File: src/rtl/vga_pkg.sv
// Shared VGA timing constants, colour constants and small helpers for the frame reader.
package vga_pkg;

    localparam int CNT_W = 32'd10;

    localparam int H_TOTAL      = 32'd800;
    localparam int V_TOTAL      = 32'd525;
    localparam int H_SYNC_START = 32'd656;
    localparam int H_SYNC_END   = 32'd751;
    localparam int V_SYNC_START = 32'd490;
    localparam int V_SYNC_END   = 32'd491;

    typedef logic [11:0] rgb_t;

    localparam rgb_t SAND_RGB   = 12'hFC8;
    localparam rgb_t EMPTY_RGB  = 12'h000;
    localparam rgb_t CURSOR_RGB = 12'hF00;

    function automatic logic in_window(
        input logic [CNT_W-1:0] pos,
        input logic [CNT_W-1:0] first,
        input logic [CNT_W-1:0] last
    );
        return (pos >= first) && (pos <= last);
    endfunction

endpackage

File: src/rtl/vga_timing_gen.sv
// Pixel-enable divider, raster counters, active-area/vblank decode and frame wrap pulses.
module vga_timing_gen
    import vga_pkg::*;
#(
    parameter int ACTIVE_COLUMNS = 640,
    parameter int ACTIVE_ROWS    = 480,
    parameter int H_TOTAL_P      = 800,
    parameter int V_TOTAL_P      = 525,
    parameter int PIXEL_DIV      = 4
) (
    input  logic             clk,
    input  logic             rst_n,
    output logic             tick,
    output logic [CNT_W-1:0] h_count,
    output logic [CNT_W-1:0] v_count,
    output logic             active,
    output logic             vblank,
    output logic             frame_wrap,
    output logic             wrap_pulse
);

    localparam int               DIV_W    = (PIXEL_DIV > 1) ? $clog2(PIXEL_DIV) : 1;
    localparam logic [DIV_W-1:0] DIV_LAST = DIV_W'(PIXEL_DIV - 1);
    localparam logic [DIV_W-1:0] DIV_ONE  = DIV_W'(32'd1);
    localparam logic [CNT_W-1:0] H_LAST   = CNT_W'(H_TOTAL_P - 1);
    localparam logic [CNT_W-1:0] V_LAST   = CNT_W'(V_TOTAL_P - 1);
    localparam logic [CNT_W-1:0] COL_END  = CNT_W'(ACTIVE_COLUMNS);
    localparam logic [CNT_W-1:0] ROW_END  = CNT_W'(ACTIVE_ROWS);
    localparam logic [CNT_W-1:0] CNT_ONE  = CNT_W'(32'd1);

    logic [DIV_W-1:0] div_r;
    logic [CNT_W-1:0] h_r;
    logic [CNT_W-1:0] v_r;
    logic             vblank_r;
    logic             wrap_r;
    logic [CNT_W-1:0] h_next_s;
    logic [CNT_W-1:0] v_next_s;
    logic             tick_s;
    logic             wrap_s;

    // Next raster position: counters only move on the pixel tick.
    always_comb begin
        tick_s   = (div_r == DIV_LAST);
        wrap_s   = tick_s && (h_r == H_LAST) && (v_r == V_LAST);
        h_next_s = h_r;
        v_next_s = v_r;
        if (tick_s) begin
            if (h_r == H_LAST) begin
                h_next_s = {CNT_W{1'b0}};
                if (v_r == V_LAST) begin
                    v_next_s = {CNT_W{1'b0}};
                end else begin
                    v_next_s = v_r + CNT_ONE;
                end
            end else begin
                h_next_s = h_r + CNT_ONE;
            end
        end else begin
            h_next_s = h_r;
        end
    end

    // Divider, counters, vblank level and the registered wrap marker.
    always_ff @(posedge clk or negedge rst_n) begin
        if (!rst_n) begin
            div_r    <= {DIV_W{1'b0}};
            h_r      <= {CNT_W{1'b0}};
            v_r      <= {CNT_W{1'b0}};
            vblank_r <= 1'b0;
            wrap_r   <= 1'b0;
        end else begin
            if (tick_s) begin
                div_r <= {DIV_W{1'b0}};
            end else begin
                div_r <= div_r + DIV_ONE;
            end
            h_r      <= h_next_s;
            v_r      <= v_next_s;
            vblank_r <= (v_next_s >= ROW_END);
            wrap_r   <= wrap_s;
        end
    end

    assign tick       = tick_s;
    assign h_count    = h_r;
    assign v_count    = v_r;
    assign active     = (h_r < COL_END) && (v_r < ROW_END);
    assign vblank     = vblank_r;
    assign frame_wrap = wrap_s;
    assign wrap_pulse = wrap_r;

endmodule

File: src/rtl/vga_frame_reader.sv
// VGA frame reader: raster VRAM addressing, one-pixel-delayed sync/colour stage, frame_start/vblank.
// Optional cursor overlay is compiled in with `define CURSOR_OVERLAY_EN.
module vga_frame_reader
    import vga_pkg::*;
#(
    parameter int ACTIVE_COLUMNS = 640,
    parameter int ACTIVE_ROWS    = 480,
    parameter int ADDR_WIDTH     = $clog2(ACTIVE_COLUMNS * ACTIVE_ROWS),
    parameter int DATA_WIDTH     = 1,
    parameter int H_FRONT        = 16,
    parameter int H_SYNC         = 96,
    parameter int H_BACK         = 48,
    parameter int V_FRONT        = 10,
    parameter int V_SYNC         = 2,
    parameter int V_BACK         = 33,
    parameter int PIXEL_DIV      = 4,
    parameter int READ_LATENCY   = 1
) (
    input  logic                  clk_i,
    input  logic                  reset_ni,
    input  logic [DATA_WIDTH-1:0] vram_read_data_i,
    input  logic [9:0]            cursor_x_i,
    input  logic [9:0]            cursor_y_i,
    output logic [ADDR_WIDTH-1:0] vram_read_address_o,
    output logic                  hsync_o,
    output logic                  vsync_o,
    output logic                  video_on_o,
    output logic [11:0]           rgb_o,
    output logic                  frame_start_o,
    output logic                  vblank_o
);

    localparam int H_TOTAL_C = ACTIVE_COLUMNS + H_FRONT + H_SYNC + H_BACK;
    localparam int V_TOTAL_C = ACTIVE_ROWS + V_FRONT + V_SYNC + V_BACK;

    localparam logic [CNT_W-1:0]      HS_FIRST   = CNT_W'(ACTIVE_COLUMNS + H_FRONT);
    localparam logic [CNT_W-1:0]      HS_LAST    = CNT_W'(ACTIVE_COLUMNS + H_FRONT + H_SYNC - 1);
    localparam logic [CNT_W-1:0]      VS_FIRST   = CNT_W'(ACTIVE_ROWS + V_FRONT);
    localparam logic [CNT_W-1:0]      VS_LAST    = CNT_W'(ACTIVE_ROWS + V_FRONT + V_SYNC - 1);
    localparam logic [ADDR_WIDTH-1:0] ADDR_ONE   = ADDR_WIDTH'(32'd1);
    localparam logic                  LATENCY_OK = (READ_LATENCY < PIXEL_DIV);

    logic             tick_s;
    logic [CNT_W-1:0] h_count_s;
    logic [CNT_W-1:0] v_count_s;
    logic             active_s;
    logic             vblank_s;
    logic             frame_wrap_s;
    logic             wrap_pulse_s;
    logic             cursor_hit_s;
    logic             unused_s;
    rgb_t             pixel_s;

    logic [ADDR_WIDTH-1:0] addr_r;
    logic                  hsync_r;
    logic                  vsync_r;
    logic                  video_on_r;
    rgb_t                  rgb_r;
    logic                  frame_start_r;

    vga_timing_gen #(
        .ACTIVE_COLUMNS (ACTIVE_COLUMNS),
        .ACTIVE_ROWS    (ACTIVE_ROWS),
        .H_TOTAL_P      (H_TOTAL_C),
        .V_TOTAL_P      (V_TOTAL_C),
        .PIXEL_DIV      (PIXEL_DIV)
    ) u_timing (
        .clk        (clk_i),
        .rst_n      (reset_ni),
        .tick       (tick_s),
        .h_count    (h_count_s),
        .v_count    (v_count_s),
        .active     (active_s),
        .vblank     (vblank_s),
        .frame_wrap (frame_wrap_s),
        .wrap_pulse (wrap_pulse_s)
    );

    // Raster address: counts active pixels and holds through blanking until the frame wraps.
    always_ff @(posedge clk_i or negedge reset_ni) begin
        if (!reset_ni) begin
            addr_r <= {ADDR_WIDTH{1'b0}};
        end else if (frame_wrap_s) begin
            addr_r <= {ADDR_WIDTH{1'b0}};
        end else if (tick_s && active_s) begin
            addr_r <= addr_r + ADDR_ONE;
        end else begin
            addr_r <= addr_r;
        end
    end

`ifdef CURSOR_OVERLAY_EN
    logic [CNT_W-1:0]        cursor_x_r;
    logic [CNT_W-1:0]        cursor_y_r;
    logic signed [CNT_W+1:0] dx_s;
    logic signed [CNT_W+1:0] dy_s;

    // Cursor is latched only at the frame wrap so a frame never shows two positions.
    always_ff @(posedge clk_i or negedge reset_ni) begin
        if (!reset_ni) begin
            cursor_x_r <= {CNT_W{1'b1}};
            cursor_y_r <= {CNT_W{1'b1}};
        end else if (frame_wrap_s) begin
            cursor_x_r <= cursor_x_i;
            cursor_y_r <= cursor_y_i;
        end else begin
            cursor_x_r <= cursor_x_r;
            cursor_y_r <= cursor_y_r;
        end
    end

    // 5x5 block around the latched cursor position.
    always_comb begin
        dx_s         = $signed({2'b00, h_count_s}) - $signed({2'b00, cursor_x_r});
        dy_s         = $signed({2'b00, v_count_s}) - $signed({2'b00, cursor_y_r});
        cursor_hit_s = (dx_s >= -12'sd2) && (dx_s <= 12'sd2) &&
                       (dy_s >= -12'sd2) && (dy_s <= 12'sd2);
    end

    assign unused_s = ^{vram_read_data_i, LATENCY_OK};
`else
    assign cursor_hit_s = 1'b0;
    assign unused_s     = ^{vram_read_data_i, cursor_x_i, cursor_y_i, LATENCY_OK};
`endif

    // Colour of the stage-0 pixel from the returned VRAM cell.
    always_comb begin
        pixel_s = EMPTY_RGB;
        if (!active_s) begin
            pixel_s = EMPTY_RGB;
        end else if (cursor_hit_s) begin
            pixel_s = CURSOR_RGB;
        end else if (vram_read_data_i[0]) begin
            pixel_s = SAND_RGB;
        end else begin
            pixel_s = EMPTY_RGB;
        end
    end

    // Output stage: syncs, video_on and colour all lag the address by one pixel period.
    always_ff @(posedge clk_i or negedge reset_ni) begin
        if (!reset_ni) begin
            hsync_r       <= 1'b1;
            vsync_r       <= 1'b1;
            video_on_r    <= 1'b0;
            rgb_r         <= EMPTY_RGB;
            frame_start_r <= 1'b0;
        end else begin
            frame_start_r <= wrap_pulse_s;
            if (tick_s) begin
                hsync_r    <= !in_window(h_count_s, HS_FIRST, HS_LAST);
                vsync_r    <= !in_window(v_count_s, VS_FIRST, VS_LAST);
                video_on_r <= active_s;
                rgb_r      <= pixel_s;
            end else begin
                hsync_r    <= hsync_r;
                vsync_r    <= vsync_r;
                video_on_r <= video_on_r;
                rgb_r      <= rgb_r;
            end
        end
    end

    assign vram_read_address_o = addr_r;
    assign hsync_o             = hsync_r;
    assign vsync_o             = vsync_r;
    assign video_on_o          = video_on_r;
    assign rgb_o               = rgb_r;
    assign frame_start_o       = frame_start_r;
    assign vblank_o            = vblank_s;

endmodule
File: config.mk
export PLATFORM = sky130hd
export DESIGN_NAME = vga_frame_reader
export DESIGN_NICKNAME = d
export VERILOG_FILES = /design/src/rtl/vga_pkg.sv /design/src/rtl/vga_timing_gen.sv /design/src/rtl/vga_frame_reader.sv
export SDC_FILE = /design/constraint.sdc
export NUM_CORES = 1
export LEC_CHECK = 0
export CORE_ASPECT_RATIO = 0.7
export CORE_MARGIN = 2
export CORE_UTILIZATION = 53
export DETAILED_ROUTE_END_ITERATION = 8
export PLACE_DENSITY = 0.84
export SYNTH_ARGS = -nofsm -noshare
export SYNTH_HDL_FRONTEND = slang
export SYNTH_HIERARCHICAL = 1
export SYNTH_SLANG_ARGS = --single-unit
File: constraint.sdc
create_clock -name clk_i -period 4.83 [get_ports clk_i]
set_input_delay 0.7245 -clock clk_i [delete_from_list [all_inputs] [get_ports clk_i]]
set_output_delay 0.7245 -clock clk_i [all_outputs]
set_load 0.05 [all_outputs]
==> summary by stage <==
Outcome
The flow ran to the end, and the final reports show no timing, DRC or antenna violations.

Floorplan
59 I/O pins were placed. The floorplan core area is roughly 4400 um2. The starting density of the core is a little under three fifths. The die covers around 5200 um2. The floorplan step set the die width to 85.6 um. In this run the core area contains 20 standard-cell rows. The floorplan step set the die height to 61.1 um.

Synthesis
For this run, the register share of the synthesized area comes to roughly 49%. The number of different library cells in the post-synthesis netlist is 45. By area the synthesized netlist is led by dfrtp_1 (47%), xor2_1 (5.0%), nor2_1 (4.1%).

In this run the mean area of a mapped cell was approximately 10 um2. The number of flops mapped to enable cells by yosys is 0. The synthesized design devotes to its leading area cell type around 47% of total area. The library cell with the largest summed area after synthesis is dfrtp_1. The total of warnings raised by yosys is 6. In the synthesized netlist the async set-or-reset flop fraction comes to 100%. The post-synthesis instance area is roughly 2500 um2.

The synthesized design contains 48 register bits. Synthesis handed over a netlist of approximately 250 instances. For this run, the leading register cell type out of synthesis is dfrtp_1.

Worst setup path
The critical path is of the reg2reg type. The endpoint of the worst-slack reg-to-reg timing path is vram_read_address_o[9]. For flop-to-flop paths, the worst setup slack is 2.23 ns. The worst register-to-register path begins at u_timing/div_r[0]. At the worst endpoint, the arrival time is 2.79 ns. The sort of element at the start of the critical path is a flop. Counting cells, the worst reg-to-reg path comes to 7. The worst path required time is between 5 and 6 ns.

The type of destination of the critical path is a flop. The highest fanout seen on the critical path is 24.

Global routing
The first global-routing pass estimated about 7700 um of wire. The global-route congestion overflow total is 0. The number of antenna violations at the first check in global routing came to 0. Global routing used 28.2% of the available met2 tracks. The global-route track usage on met1 is a little over a quarter.

The overall routing resource usage is between 10% and 20%. The met3 track demand over resource is between 4 and 5%. The number of global-route vias before repair is between 1.5k and 2k. The maximum number of pins on one net before global-route repair is 49. After global routing, the most crowded layer is met2.

Clocking
The H-tree was split into 2 levels. After clock tree synthesis, the clock-pin slew on the worst setup and hold paths is ~0.09 ns. Gates resized during post-CTS repair numbered 0. Once the clock tree was built, the setup fixing pass inserted 0 buffers. The CTS tree is done.

The clock passes through at most 2 buffers. The number of buffers added by the clock tree synthesis step is 5. The root buffer cell chosen for the clock tree is clkbuf_8. Clock tree synthesis found a total of 48 sinks.

Hold repair after CTS inserted 0 buffers. The clock latency on the worst-skew pair is 0.30 ns.

Power
The total internal power is between 0.5 and 0.6 mW. VDD sags by at most 243 uV. Summed over all cells, the static leakage comes to between 1 and 1.5 nW. Combinational logic burns roughly 5% of the power. The total chip power is 0.685 mW.

The power per standard cell area is approximately 240 nW/um2. The net switching power figure is between 0.15 and 0.2 mW. The switching share of total power is a little under a quarter. The share of total power dissipated in sequential elements is 58.8%. The clock power share is roughly 36%.

Placed design
At the placement stage, the worst setup path has a slack of approximately 2.2 ns. The count of buffers added on input and output ports is 33. Summing all placed instances gives a cell area of around 2700 um2. The final estimated routing congestion in global placement is between 0.8 and 0.9. The half-perimeter wire length after detailed placement is between 3000 and 4000 um.

Worst hold path
The hold path startpoint is u_timing/wrap_pulse. The worst hold path passes through 0 cells. The tightest min-delay check is of the reg2reg type. The worst hold endpoint is frame_start_o.

STA
For this run, the top clock speed supported by timing is slightly below 400 MHz. Measured against its own limit, the worst slew margin works out to 31.9%. Across all setup checks in the final design, the least slack found is ~2.2 ns. The final worst clock skew is about 0.0091 ns.

The final worst hold slack is about 0.36 ns. In the finished design, the share of the clock period the worst path needs comes to 53.8%. The final max-slew violation count is 0. For the pin with the worst max-slew slack, the measured transition is 1.02 ns. Setup violations remaining at the end of the flow were counted as 0. Setup repair after global routing left no endpoint under its margin. The setup TNS is 0 ns. The post-layout minimum cycle time is around 2.6 ns. The number of hold violations in the final report came to 0.

Detailed routing
In the routed layout, each cell is associated on average with a via count of 5.67. The first detailed-routing pass took 6 iterations. The detailed router finished its first iteration with between 90 and 100 violations.

The DRC violations left is 0. The final wirelength is 4590 um. After detailed routing, the average wire length per cell comes to 13.9 um.

The total number of vias is about 1.9k. In this run the remaining antenna-violating nets after routing total 0.

Cells and area
The fraction of final layout cells sized beyond drive strength 1 is 8.76%. The finished layout cell area is around 2800 um2. The count of antenna diodes in the layout is 0. The count of fill cells added during filler insertion is 352. The net count of the finished layout is between 300 and 400. The layout overhead on the synthesized area is 14.7%.

Run
The reported max-cap violation count is 0.
cell families after synthesis:
group	share of synthesized area (%)
simple gates	26.1
flops	48.7
compound gates	7.45
buf+inv	6.69
xor+xnor	7.45
fa+ha+maj	2.53
mux	0.912
other cells	0.152
critical path: stages (launching register included):
cell	delay [ns]
dfrtp_1	0.37
ha_1	0.62
nand2_1	0.19
and3b_4	0.44
and2_2	0.45
nand2b_1	0.16
a21oi_1	0.04
a31o_2	0.22
per-stage QoR:
stage	std cells	utilization (%)
2_1_floorplan	251	-
3_3_place_gp	321	62.2
3_5_place_dp	321	62.2
4_1_cts	329	64.3
5_1_grt	329	64.3
6_report	329	64.3
state kept, by name (all words and copies together), names as in the netlist:
register / count
hsync_o: 1
u_timing/vblank: 1
rgb_o: 1
video_on_o: 1
u_timing/div_r: 2
u_timing/h_count: 10
frame_start_o: 1
vsync_o: 1
vram_read_address_o: 19
u_timing/v_count: 10
u_timing/wrap_pulse: 1
worst max path at each step:
stage | start | slack (ns) | depth (start not counted) | to
after floorplan | vram_read_address_o[0] | 2.79 | 5 | vram_read_address_o[18]
after global placement | u_timing/div_r[0] | 2.32 | 7 | vram_read_address_o[9]
after detailed placement | u_timing/div_r[0] | 2.25 | 7 | vram_read_address_o[9]
after CTS | u_timing/div_r[0] | 2.23 | 7 | vram_read_address_o[9]
after global routing | u_timing/div_r[0] | 2.07 | 7 | vram_read_address_o[9]
final | u_timing/div_r[0] | 2.23 | 7 | vram_read_address_o[9]
synthesized netlist by cell type (3+ instances only):
cell	instances
o21ai_0	15
nor3_1	4
xnor2_1	7
nor2_1	27
inv_1	7
nor2b_1	3
buf_6	3
ha_1	5
xor2_1	14
nand4_1	13
dfrtp_1	46
nand2b_1	5
a21oi_1	8
nand2_1	20
nand3_1	12
and4_1	6
buf_4	13
final cells by class:
cell class                      count  area (um2)  area share [%]
Inverter                            7        26.3           0.927
Clock buffer                        7        86.3            3.05
Multi-Input combinational cell    178        1120            39.4
Timing Repair Buffer               33         325            11.5
Sequential cell                    48        1200            42.5
Clock inverter                      1        7.51           0.265
Tap cell                           55        68.8            2.43
cell usage in the layout, fill, tap and decap left out, drive strengths merged, types with 2 or more instances in the layout:
cell / count
dfrtp: 46
clkdlybuf4s50: 32
nor2: 27
nand2: 21
o21ai: 16
xor2: 14
nand4: 13
nand3: 13
a21oi: 8
and4: 8
inv: 7
xnor2: 7
clkbuf: 7
nand2b: 5
ha: 5
conb: 5
nor3: 5
or3: 4
nor2b: 3
mux2: 2
a31o: 2
o31ai: 2
or4: 2
nor4: 2
nor3b: 2
dfstp: 2
and3: 2
and2: 2
metal layers:
metal	vias to the layer above	wire length (um)	share of wire [%]
met5	-	0	0
met4	0	33	0.72
met3	2	250	5.4
met2	51	2030	44
met1	904	2280	50
li1	907	-	-
power by group through the flow:
stage	clock network [mW]	logic (mW)	registers, mW
2_1_floorplan	0	0.0251	0.412
3_3_place_gp	0	0.0345	0.411
3_5_place_dp	0	0.0346	0.411
4_1_cts	0.255	0.0346	0.403
5_1_grt	0.273	0.0363	0.403
6_report	0.249	0.0338	0.403
No activity file was read; power rests on OpenSTA's default activity.
